## config.mk

```make
export PLATFORM = sky130hd
export DESIGN_NAME = muldiv_unit
export DESIGN_NICKNAME = d
export VERILOG_FILES = /design/src/rtl/muldiv_pkg.sv /design/src/rtl/muldiv_step.sv /design/src/rtl/muldiv_unit.sv
export SDC_FILE = /design/constraint.sdc
export NUM_CORES = 1
export LEC_CHECK = 0
export BUFFER_PORTS_ARGS = -buffer_cell sky130_fd_sc_hd__clkbuf_2
export CAP_MARGIN = 30
export CORE_MARGIN = 2
export CORE_UTILIZATION = 25
export DETAILED_ROUTE_END_ITERATION = 10
export GPL_ROUTABILITY_DRIVEN = 0
export HOLD_SLACK_MARGIN = 0.03
export SLEW_MARGIN = 20
export SYNTH_ARGS = -nofsm -noshare
export SYNTH_HDL_FRONTEND = slang
export SYNTH_SLANG_ARGS = --single-unit
```

## constraint.sdc

```tcl
create_clock -name clk -period 6.7 [get_ports clk]
set_clock_uncertainty 0.15 [all_clocks]
set_input_delay 1.005 -clock clk [delete_from_list [all_inputs] [get_ports clk]]
set_output_delay 1.005 -clock clk [all_outputs]
set_load 0.005 [all_outputs]
```

## src/rtl/muldiv_pkg.sv

```systemverilog
// Shared encodings for the multiply/divide sequencer: command codes,
// FSM states and the per-iteration datapath mode.
package muldiv_pkg;

   localparam int MULDIV_OP_WIDTH = 3;

   typedef enum logic [MULDIV_OP_WIDTH-1:0] {
      OP_MULT  = 3'd0,
      OP_MULTU = 3'd1,
      OP_DIV   = 3'd2,
      OP_DIVU  = 3'd3,
      OP_MTHI  = 3'd4,
      OP_MTLO  = 3'd5
   } muldiv_op_e;

   typedef enum logic [1:0] {
      ST_IDLE = 2'd0,
      ST_RUN  = 2'd1,
      ST_FIX  = 2'd2
   } muldiv_state_e;

   typedef enum logic {
      MODE_MUL = 1'b0,
      MODE_DIV = 1'b1
   } muldiv_mode_e;

endpackage : muldiv_pkg

```

## src/rtl/muldiv_step.sv

```systemverilog
// One combinational iteration of the sequencer datapath.
// Multiply: acc = {partial_hi, multiplier_remaining}; add-shift right.
// Divide:   acc = {remainder, dividend_remaining}; restoring shift-subtract.
// For divide the new quotient bit is returned on q_bit and acc_next[0] is 0;
// the caller merges the two.
module muldiv_step
   import muldiv_pkg::*;
#(
   parameter int WIDTH = 32
)
(
   input  muldiv_mode_e         mode,
   input  logic [2*WIDTH-1:0]   acc,
   input  logic [WIDTH-1:0]     operand,
   output logic [2*WIDTH-1:0]   acc_next,
   output logic                 q_bit
);

   logic [WIDTH:0]   sum_s;
   logic [WIDTH:0]   shifted_s;
   logic [WIDTH-1:0] diff_s;

   // Single add-shift or shift-subtract step selected by mode
   always_comb begin
      sum_s     = {1'b0, acc[2*WIDTH-1:WIDTH]} +
                  (acc[0] ? {1'b0, operand} : {(WIDTH+1){1'b0}});
      shifted_s = {acc[2*WIDTH-1:WIDTH], acc[WIDTH-1]};
      // Only used when shifted_s >= operand, so the low WIDTH bits are exact.
      diff_s    = shifted_s[WIDTH-1:0] - operand;
      q_bit     = 1'b0;
      acc_next  = acc;
      if (mode == MODE_DIV) begin
         if (shifted_s >= {1'b0, operand}) begin
            q_bit    = 1'b1;
            acc_next = {diff_s, acc[WIDTH-2:0], 1'b0};
         end else begin
            q_bit    = 1'b0;
            acc_next = {shifted_s[WIDTH-1:0], acc[WIDTH-2:0], 1'b0};
         end
      end else begin
         acc_next = {sum_s, acc[WIDTH-1:1]};
      end
   end

endmodule : muldiv_step

```

## src/rtl/muldiv_unit.sv

```systemverilog
// Iterative MULT/MULTU/DIV/DIVU sequencer owning the HI/LO pair.
// Operands are reduced to magnitudes at issue, 32 unsigned iterations run,
// then a single FIX cycle applies sign correction and writes HI/LO.
module muldiv_unit
   import muldiv_pkg::*;
#(
   parameter int WIDTH = 32,
   parameter int CNT_W = 5
)
(
   input  logic                       clk,
   input  logic                       rst,
   input  logic                       start,
   input  logic [MULDIV_OP_WIDTH-1:0] op,
   input  logic [WIDTH-1:0]           a,
   input  logic [WIDTH-1:0]           b,
   input  logic                       cancel,
   output logic                       busy,
   output logic                       done,
   output logic [WIDTH-1:0]           hi,
   output logic [WIDTH-1:0]           lo
);

   muldiv_state_e      state_r, state_nxt_s;
   muldiv_mode_e       mode_r;
   logic [CNT_W-1:0]   cnt_r;
   logic [2*WIDTH-1:0] acc_r;
   logic [WIDTH-1:0]   opnd_r;
   logic               neg_q_r;   // negate product / quotient
   logic               neg_r_r;   // negate remainder (dividend sign)
   logic               dz_r;      // divisor was zero

   logic               is_md_s, is_div_s, is_signed_s;
   logic [WIDTH-1:0]   a_mag_s, b_mag_s;
   logic [2*WIDTH-1:0] acc_nxt_s, acc_upd_s;
   logic               q_bit_s;
   logic [WIDTH-1:0]   res_hi_s, res_lo_s;
   logic               last_iter_s;

   muldiv_step #(.WIDTH(WIDTH)) u_step (
      .mode     (mode_r),
      .acc      (acc_r),
      .operand  (opnd_r),
      .acc_next (acc_nxt_s),
      .q_bit    (q_bit_s)
   );

   assign busy        = (state_r != ST_IDLE);
   assign last_iter_s = (cnt_r == CNT_W'(WIDTH-1));

   // Command decode and operand magnitudes for the issue cycle
   always_comb begin
      is_md_s     = 1'b0;
      is_div_s    = 1'b0;
      is_signed_s = 1'b0;
      case (op)
         OP_MULT:  begin is_md_s = 1'b1; is_signed_s = 1'b1; end
         OP_MULTU: begin is_md_s = 1'b1; end
         OP_DIV:   begin is_md_s = 1'b1; is_div_s = 1'b1; is_signed_s = 1'b1; end
         OP_DIVU:  begin is_md_s = 1'b1; is_div_s = 1'b1; end
         default:  begin is_md_s = 1'b0; end
      endcase
      if (is_signed_s && a[WIDTH-1]) begin
         a_mag_s = -a;
      end else begin
         a_mag_s = a;
      end
      if (is_signed_s && b[WIDTH-1]) begin
         b_mag_s = -b;
      end else begin
         b_mag_s = b;
      end
   end

   // Merge the divide quotient bit into the shifted accumulator
   always_comb begin
      if (mode_r == MODE_DIV) begin
         acc_upd_s = {acc_nxt_s[2*WIDTH-1:1], q_bit_s};
      end else begin
         acc_upd_s = acc_nxt_s;
      end
   end

   // Sign correction of the magnitude result for the FIX cycle
   always_comb begin
      res_hi_s = acc_r[2*WIDTH-1:WIDTH];
      res_lo_s = acc_r[WIDTH-1:0];
      if (mode_r == MODE_DIV) begin
         if (neg_r_r) begin
            res_hi_s = -acc_r[2*WIDTH-1:WIDTH];
         end else begin
            res_hi_s = acc_r[2*WIDTH-1:WIDTH];
         end
         if (dz_r) begin
            res_lo_s = {WIDTH{1'b1}};
         end else if (neg_q_r) begin
            res_lo_s = -acc_r[WIDTH-1:0];
         end else begin
            res_lo_s = acc_r[WIDTH-1:0];
         end
      end else begin
         if (neg_q_r) begin
            {res_hi_s, res_lo_s} = -acc_r;
         end else begin
            {res_hi_s, res_lo_s} = acc_r;
         end
      end
   end

   // FSM state register
   always_ff @(posedge clk or posedge rst) begin
      if (rst) begin
         state_r <= ST_IDLE;
      end else begin
         state_r <= state_nxt_s;
      end
   end

   // FSM next-state: cancel always returns to IDLE and blocks new issue
   always_comb begin
      state_nxt_s = state_r;
      case (state_r)
         ST_IDLE: begin
            if (start && !cancel && is_md_s) begin
               state_nxt_s = ST_RUN;
            end else begin
               state_nxt_s = ST_IDLE;
            end
         end
         ST_RUN: begin
            if (cancel) begin
               state_nxt_s = ST_IDLE;
            end else if (last_iter_s) begin
               state_nxt_s = ST_FIX;
            end else begin
               state_nxt_s = ST_RUN;
            end
         end
         ST_FIX:  state_nxt_s = ST_IDLE;
         default: state_nxt_s = ST_IDLE;
      endcase
   end

   // Datapath registers, HI/LO and the done pulse
   always_ff @(posedge clk or posedge rst) begin
      if (rst) begin
         mode_r  <= MODE_MUL;
         cnt_r   <= {CNT_W{1'b0}};
         acc_r   <= {(2*WIDTH){1'b0}};
         opnd_r  <= {WIDTH{1'b0}};
         neg_q_r <= 1'b0;
         neg_r_r <= 1'b0;
         dz_r    <= 1'b0;
         hi      <= {WIDTH{1'b0}};
         lo      <= {WIDTH{1'b0}};
         done    <= 1'b0;
      end else begin
         done <= 1'b0;
         case (state_r)
            ST_IDLE: begin
               if (start && !cancel) begin
                  if (op == OP_MTHI) begin
                     hi <= a;
                  end else if (op == OP_MTLO) begin
                     lo <= a;
                  end else if (is_md_s) begin
                     cnt_r   <= {CNT_W{1'b0}};
                     neg_q_r <= is_signed_s & (a[WIDTH-1] ^ b[WIDTH-1]);
                     if (is_div_s) begin
                        mode_r  <= MODE_DIV;
                        acc_r   <= {{WIDTH{1'b0}}, a_mag_s};
                        opnd_r  <= b_mag_s;
                        neg_r_r <= is_signed_s & a[WIDTH-1];
                        dz_r    <= (b == {WIDTH{1'b0}});
                     end else begin
                        mode_r  <= MODE_MUL;
                        acc_r   <= {{WIDTH{1'b0}}, b_mag_s};
                        opnd_r  <= a_mag_s;
                        neg_r_r <= 1'b0;
                        dz_r    <= 1'b0;
                     end
                  end
               end
            end
            ST_RUN: begin
               if (!cancel) begin
                  acc_r <= acc_upd_s;
                  cnt_r <= cnt_r + {{(CNT_W-1){1'b0}}, 1'b1};
               end
            end
            ST_FIX: begin
               if (!cancel) begin
                  hi   <= res_hi_s;
                  lo   <= res_lo_s;
                  done <= 1'b1;
               end
            end
            default: begin
               done <= 1'b0;
            end
         endcase
      end
   end

endmodule : muldiv_unit

```

==> flow_metrics.py <==
metrics = {
    "status": {
        "run_status": "finished, final reports clean",
    },
    "clock_tree": {
        "cts.root.buffer_cell": "sky130_fd_sc_hd__clkbuf_16",
        "post-cts-setup-buffer-count": 0,
        "ctsHoldBuffers": 0,
        "cts.repair.resized": 0,
        "cts.htree.levels": 4,
        "tritoncts.num_buffers": 17,
        "clk-insertion-delay-late_ns": 0.48,
        "path_clk_slew_ns": 0.08,
        "tritoncts": "done",
        "cts_num_sinks": 172,
        "cts_max_path_buffers": 2,
    },
    "yosys": {
        "post_synth_instance_area_um2": 14780,
        "adder_and_majority_cell_fraction_of_the_synthesized_area_pct": 6.198,
        "netlist_top_cells_area": "sky130_fd_sc_hd__dfrtp_1 29%, sky130_fd_sc_hd__xnor2_1 6.8%, sky130_fd_sc_hd__nand2_1 6.0%",
        "post-synth-top-count-cell": "sky130_fd_sc_hd__nand2_1",
        "synthDominantAreaCellType": "sky130_fd_sc_hd__dfrtp_1",
        "synth_top_area_share_pct": 29.13,
        "netlist_instances": 1866,
        "post_synth_most_frequent_cells": "238 x sky130_fd_sc_hd__nand2_1, 172 x sky130_fd_sc_hd__dfrtp_1, 171 x sky130_fd_sc_hd__o21ai_0, 149 x sky130_fd_sc_hd__nor2_1, 125 x sky130_fd_sc_hd__a21oi_1",
        "complex_gate_fraction_of_the_synthesized_area_pct": 25.56,
        "post_synth_mux_area_share_pct": 5.233,
        "synth-xor-area-share_pct": 10.31,
        "ys_seq_elements": 172,
        "asyncSetResetFlopFracSynth_pct": 100.0,
        "simple_gate_area_share_of_the_yosys_netlist_pct": 18.89,
        "postSynthAreaPerCell_um2": 7.919,
        "yosysWarningCount": 0,
        "synth_edf_count": 0,
        "synth_cell_type_count": 87,
        "ys_seq_area_share_pct": 29.13,
        "synth_top_family_by_area": "compound AO/OA/AOI/OAI gates",
        "syn-num-nets": 2009,
        "ys.flop_type": "sky130_fd_sc_hd__dfrtp_1",
    },
    "floorplanning": {
        "die_area_um2": 61070,
        "total_core_area_um2": 58690,
        "fp.dieW_um": 247.1,
        "die_height_um": 247.1,
        "number_of_cell_rows": 89,
        "boundaryPins": 137,
        "initial_util_pct": 25.18,
    },
    "routing": {
        "drtIter0Drc": 1391,
        "vias": 14860,
        "post_drt_wl_per_cell_um": 21.11,
        "drc": 0,
        "drtAntennaViolNets": 0,
        "drt_pre_antenna_iters": 9,
        "routed_wirelength_um": 57380,
        "via_per_inst": 5.467,
    },
    "global_routing": {
        "grt_pass1_wl_um": 86260,
        "largest_net_degree_at_the_start_of_global_routing": 89,
        "overflow": 0,
        "number_of_global_route_vias_before_repair": 13940,
        "initial_antenna_violation_count": 1,
        "grt.total_usage_pct": 18.60,
    },
    "sta": {
        "fin_tns_setup_ns": 0,
        "grt_setup_unrepaired": "false",
        "finalCritPeriodShare_pct": 66.02,
        "achievable-frequency_mhz": 226.1,
        "timing.final.ws_setup_ns": 2.276,
        "report.final.hold_viol_count": 0,
        "setup_viol": 0,
        "finalWorstPathRequiredPeriod_ns": 4.424,
        "tightest_slew_ns": 0.9994,
        "report.final.slew_viol_count": 0,
        "slew-limit-headroom_pct": 33.37,
    },
    "pwr": {
        "switching_share_of_power_pct": 47.75,
        "power.density_cell_area_nw_per_um2": 349.4,
        "netSwitchingPower_mw": 2.812,
        "p_comb_share_pct": 53.4,
        "internal_power_mw": 3.077,
        "power.ir.vdd_worst_mv": 0.1674,
        "pwr-share-seq_pct": 28.4,
        "leakage_nw": 7.055,
        "clock_power_share_pct": 18.2,
    },
    "flow_run": {
        "drv.max_cap_violation_count": 0,
    },
    "setup_path": {
        "setup.worst_path.end_class": "flop",
        "worst_r2r_startpoint": "acc_r[34]$_DFFE_PP0P_",
        "worst-setup-path-type": "flop to flop",
        "startpoint_type": "flop",
        "worstPathArrival_ns": 4.63,
        "startpoint": "acc_r[34]$_DFFE_PP0P_",
        "worst-endpoint-required_ns": 6.91,
        "timing.critical_path.fanout_max": 22,
    },
    "finish": {
        "insertedDiodeCount": 0,
        "fin_nets": 2075,
        "area.growth.synth_to_final_pct": 14.05,
        "multi_input_area_um2": 9836,
        "drive_above_1_share_pct": 11.88,
        "fillerInstances": 6267,
        "regArea_um2": 4305,
    },
    "worst_hold_path": {
        "min-delay-start": "hi[15]$_DFFE_PP0P_",
        "hold_path.class": "flop to flop",
    },
    "placed_design": {
        "place.detailed.hpwl_um": 44200,
        "post-place-ws_ns": 2.355,
        "io_buffers": 136,
    },
}
placed cells by master (no fill, tap or decap), types with 17 or more instances in the layout:
| cell | n |
|---|---|
| sky130_fd_sc_hd__o21ai_1 | 31 |
| sky130_fd_sc_hd__o21ai_0 | 170 |
| sky130_fd_sc_hd__a31oi_1 | 28 |
| sky130_fd_sc_hd__dfrtp_1 | 171 |
| sky130_fd_sc_hd__o22ai_1 | 47 |
| sky130_fd_sc_hd__a21oi_1 | 124 |
| sky130_fd_sc_hd__xor2_1 | 60 |
| sky130_fd_sc_hd__o31ai_1 | 24 |
| sky130_fd_sc_hd__nand2_1 | 238 |
| sky130_fd_sc_hd__ha_1 | 70 |
| sky130_fd_sc_hd__nor3_1 | 54 |
| sky130_fd_sc_hd__a21o_1 | 21 |
| sky130_fd_sc_hd__nand3_1 | 30 |
| sky130_fd_sc_hd__clkbuf_16 | 17 |
| sky130_fd_sc_hd__xnor2_1 | 114 |
| sky130_fd_sc_hd__mux2i_1 | 75 |
| sky130_fd_sc_hd__buf_4 | 18 |
| sky130_fd_sc_hd__clkbuf_2 | 136 |
| sky130_fd_sc_hd__a22oi_1 | 22 |
| sky130_fd_sc_hd__inv_1 | 67 |
| sky130_fd_sc_hd__nor2_1 | 148 |
state kept, by name, summed over array words and instances (netlist names):
signal,flops
done,1
acc_r,64
state_r,2
mode_r,1
neg_q_r,1
dz_r,1
cnt_r,5
opnd_r,32
lo,32
hi,32
neg_r_r,1
cells by family (layout without fill, tap and decap cells):
family                     after synthesis  in the layout
adders and majority gates               72             72
DFF                                    172            172
xor gates and xnor gates               174            174
buffers and inverters                  177            256
and+or+nand+nor                        596            596
AOI/OAI and AO/OA                      598            598
muxes                                   77             77
cell type report:
| class | count | share of cell area (%) |
|---|---|---|
| clock buffer | 17 | 2.524 |
| clock inverter | 15 | 1.188 |
| inverter | 68 | 1.544 |
| multi-input combinational | 1517 | 58.36 |
| sequential | 172 | 25.55 |
| tap | 773 | 5.739 |
| timing repair buffer | 156 | 5.093 |
worst max-delay path, cell delays in order, from the launching register on:
cell	delay (ns)
sky130_fd_sc_hd__dfrtp_1	0.53
sky130_fd_sc_hd__ha_1	0.46
sky130_fd_sc_hd__nand3_1	0.12
sky130_fd_sc_hd__o21bai_1	0.20
sky130_fd_sc_hd__a311oi_2	0.43
sky130_fd_sc_hd__o311ai_2	0.21
sky130_fd_sc_hd__a21oi_4	0.29
sky130_fd_sc_hd__a21oi_1	0.17
sky130_fd_sc_hd__o21ai_4	0.57
sky130_fd_sc_hd__buf_4	0.46
sky130_fd_sc_hd__mux2_2	0.38
sky130_fd_sc_hd__a221o_1	0.31
routing by layer:
layer	wire length [µm]	vias to the layer above	track usage (%)
li1	-	6888	-
met1	24310	7113	24.17
met5	13	-	0
met4	3564	2	11.85
met2	25160	721	28.38
met3	4320	134	3.234
through the flow:
step | instance area, µm² | utilization (%) | cells | power, mW | hold WS [ns]
final | 16850 | 28.72 | 2718 | 5.889 | 0.3315
after detailed placement | 16220 | 27.64 | 2686 | 4.752 | 0.3248
after global routing | 16850 | 28.72 | 2718 | 6.266 | 0.3577
after floorplan | 14780 | - | 1866 | 3.824 | 0.3147
after CTS | 16850 | 28.71 | 2718 | 5.830 | 0.3412
after global placement | 16180 | 27.57 | 2684 | 4.691 | 0.3139
power groups by stage:
stage | clock network (mW) | logic, mW | registers, mW
after floorplan | 0 | 2.30 | 1.52
after global placement | 0 | 3.03 | 1.66
after detailed placement | 0 | 3.08 | 1.68
after CTS | 1.08 | 3.09 | 1.66
after global routing | 1.12 | 3.45 | 1.70
final | 1.07 | 3.15 | 1.67
final timing paths:
path	slack [ns]	to	cells after the start
worst max-delay path	2.28	acc_r[56]$_DFFE_PP0P_	11
worst min-delay path	0.33	hi[15]$_DFFE_PP0P_	2
worst max register to register	2.28	acc_r[56]$_DFFE_PP0P_	11
worst min register to register	0.33	hi[15]$_DFFE_PP0P_	2
max in group asynchronous	4.71	opnd_r[26]$_DFFE_PP0P_	3
min in group asynchronous	0.52	hi[6]$_DFFE_PP0P_	2
No activity file was read; power rests on OpenSTA's default activity.
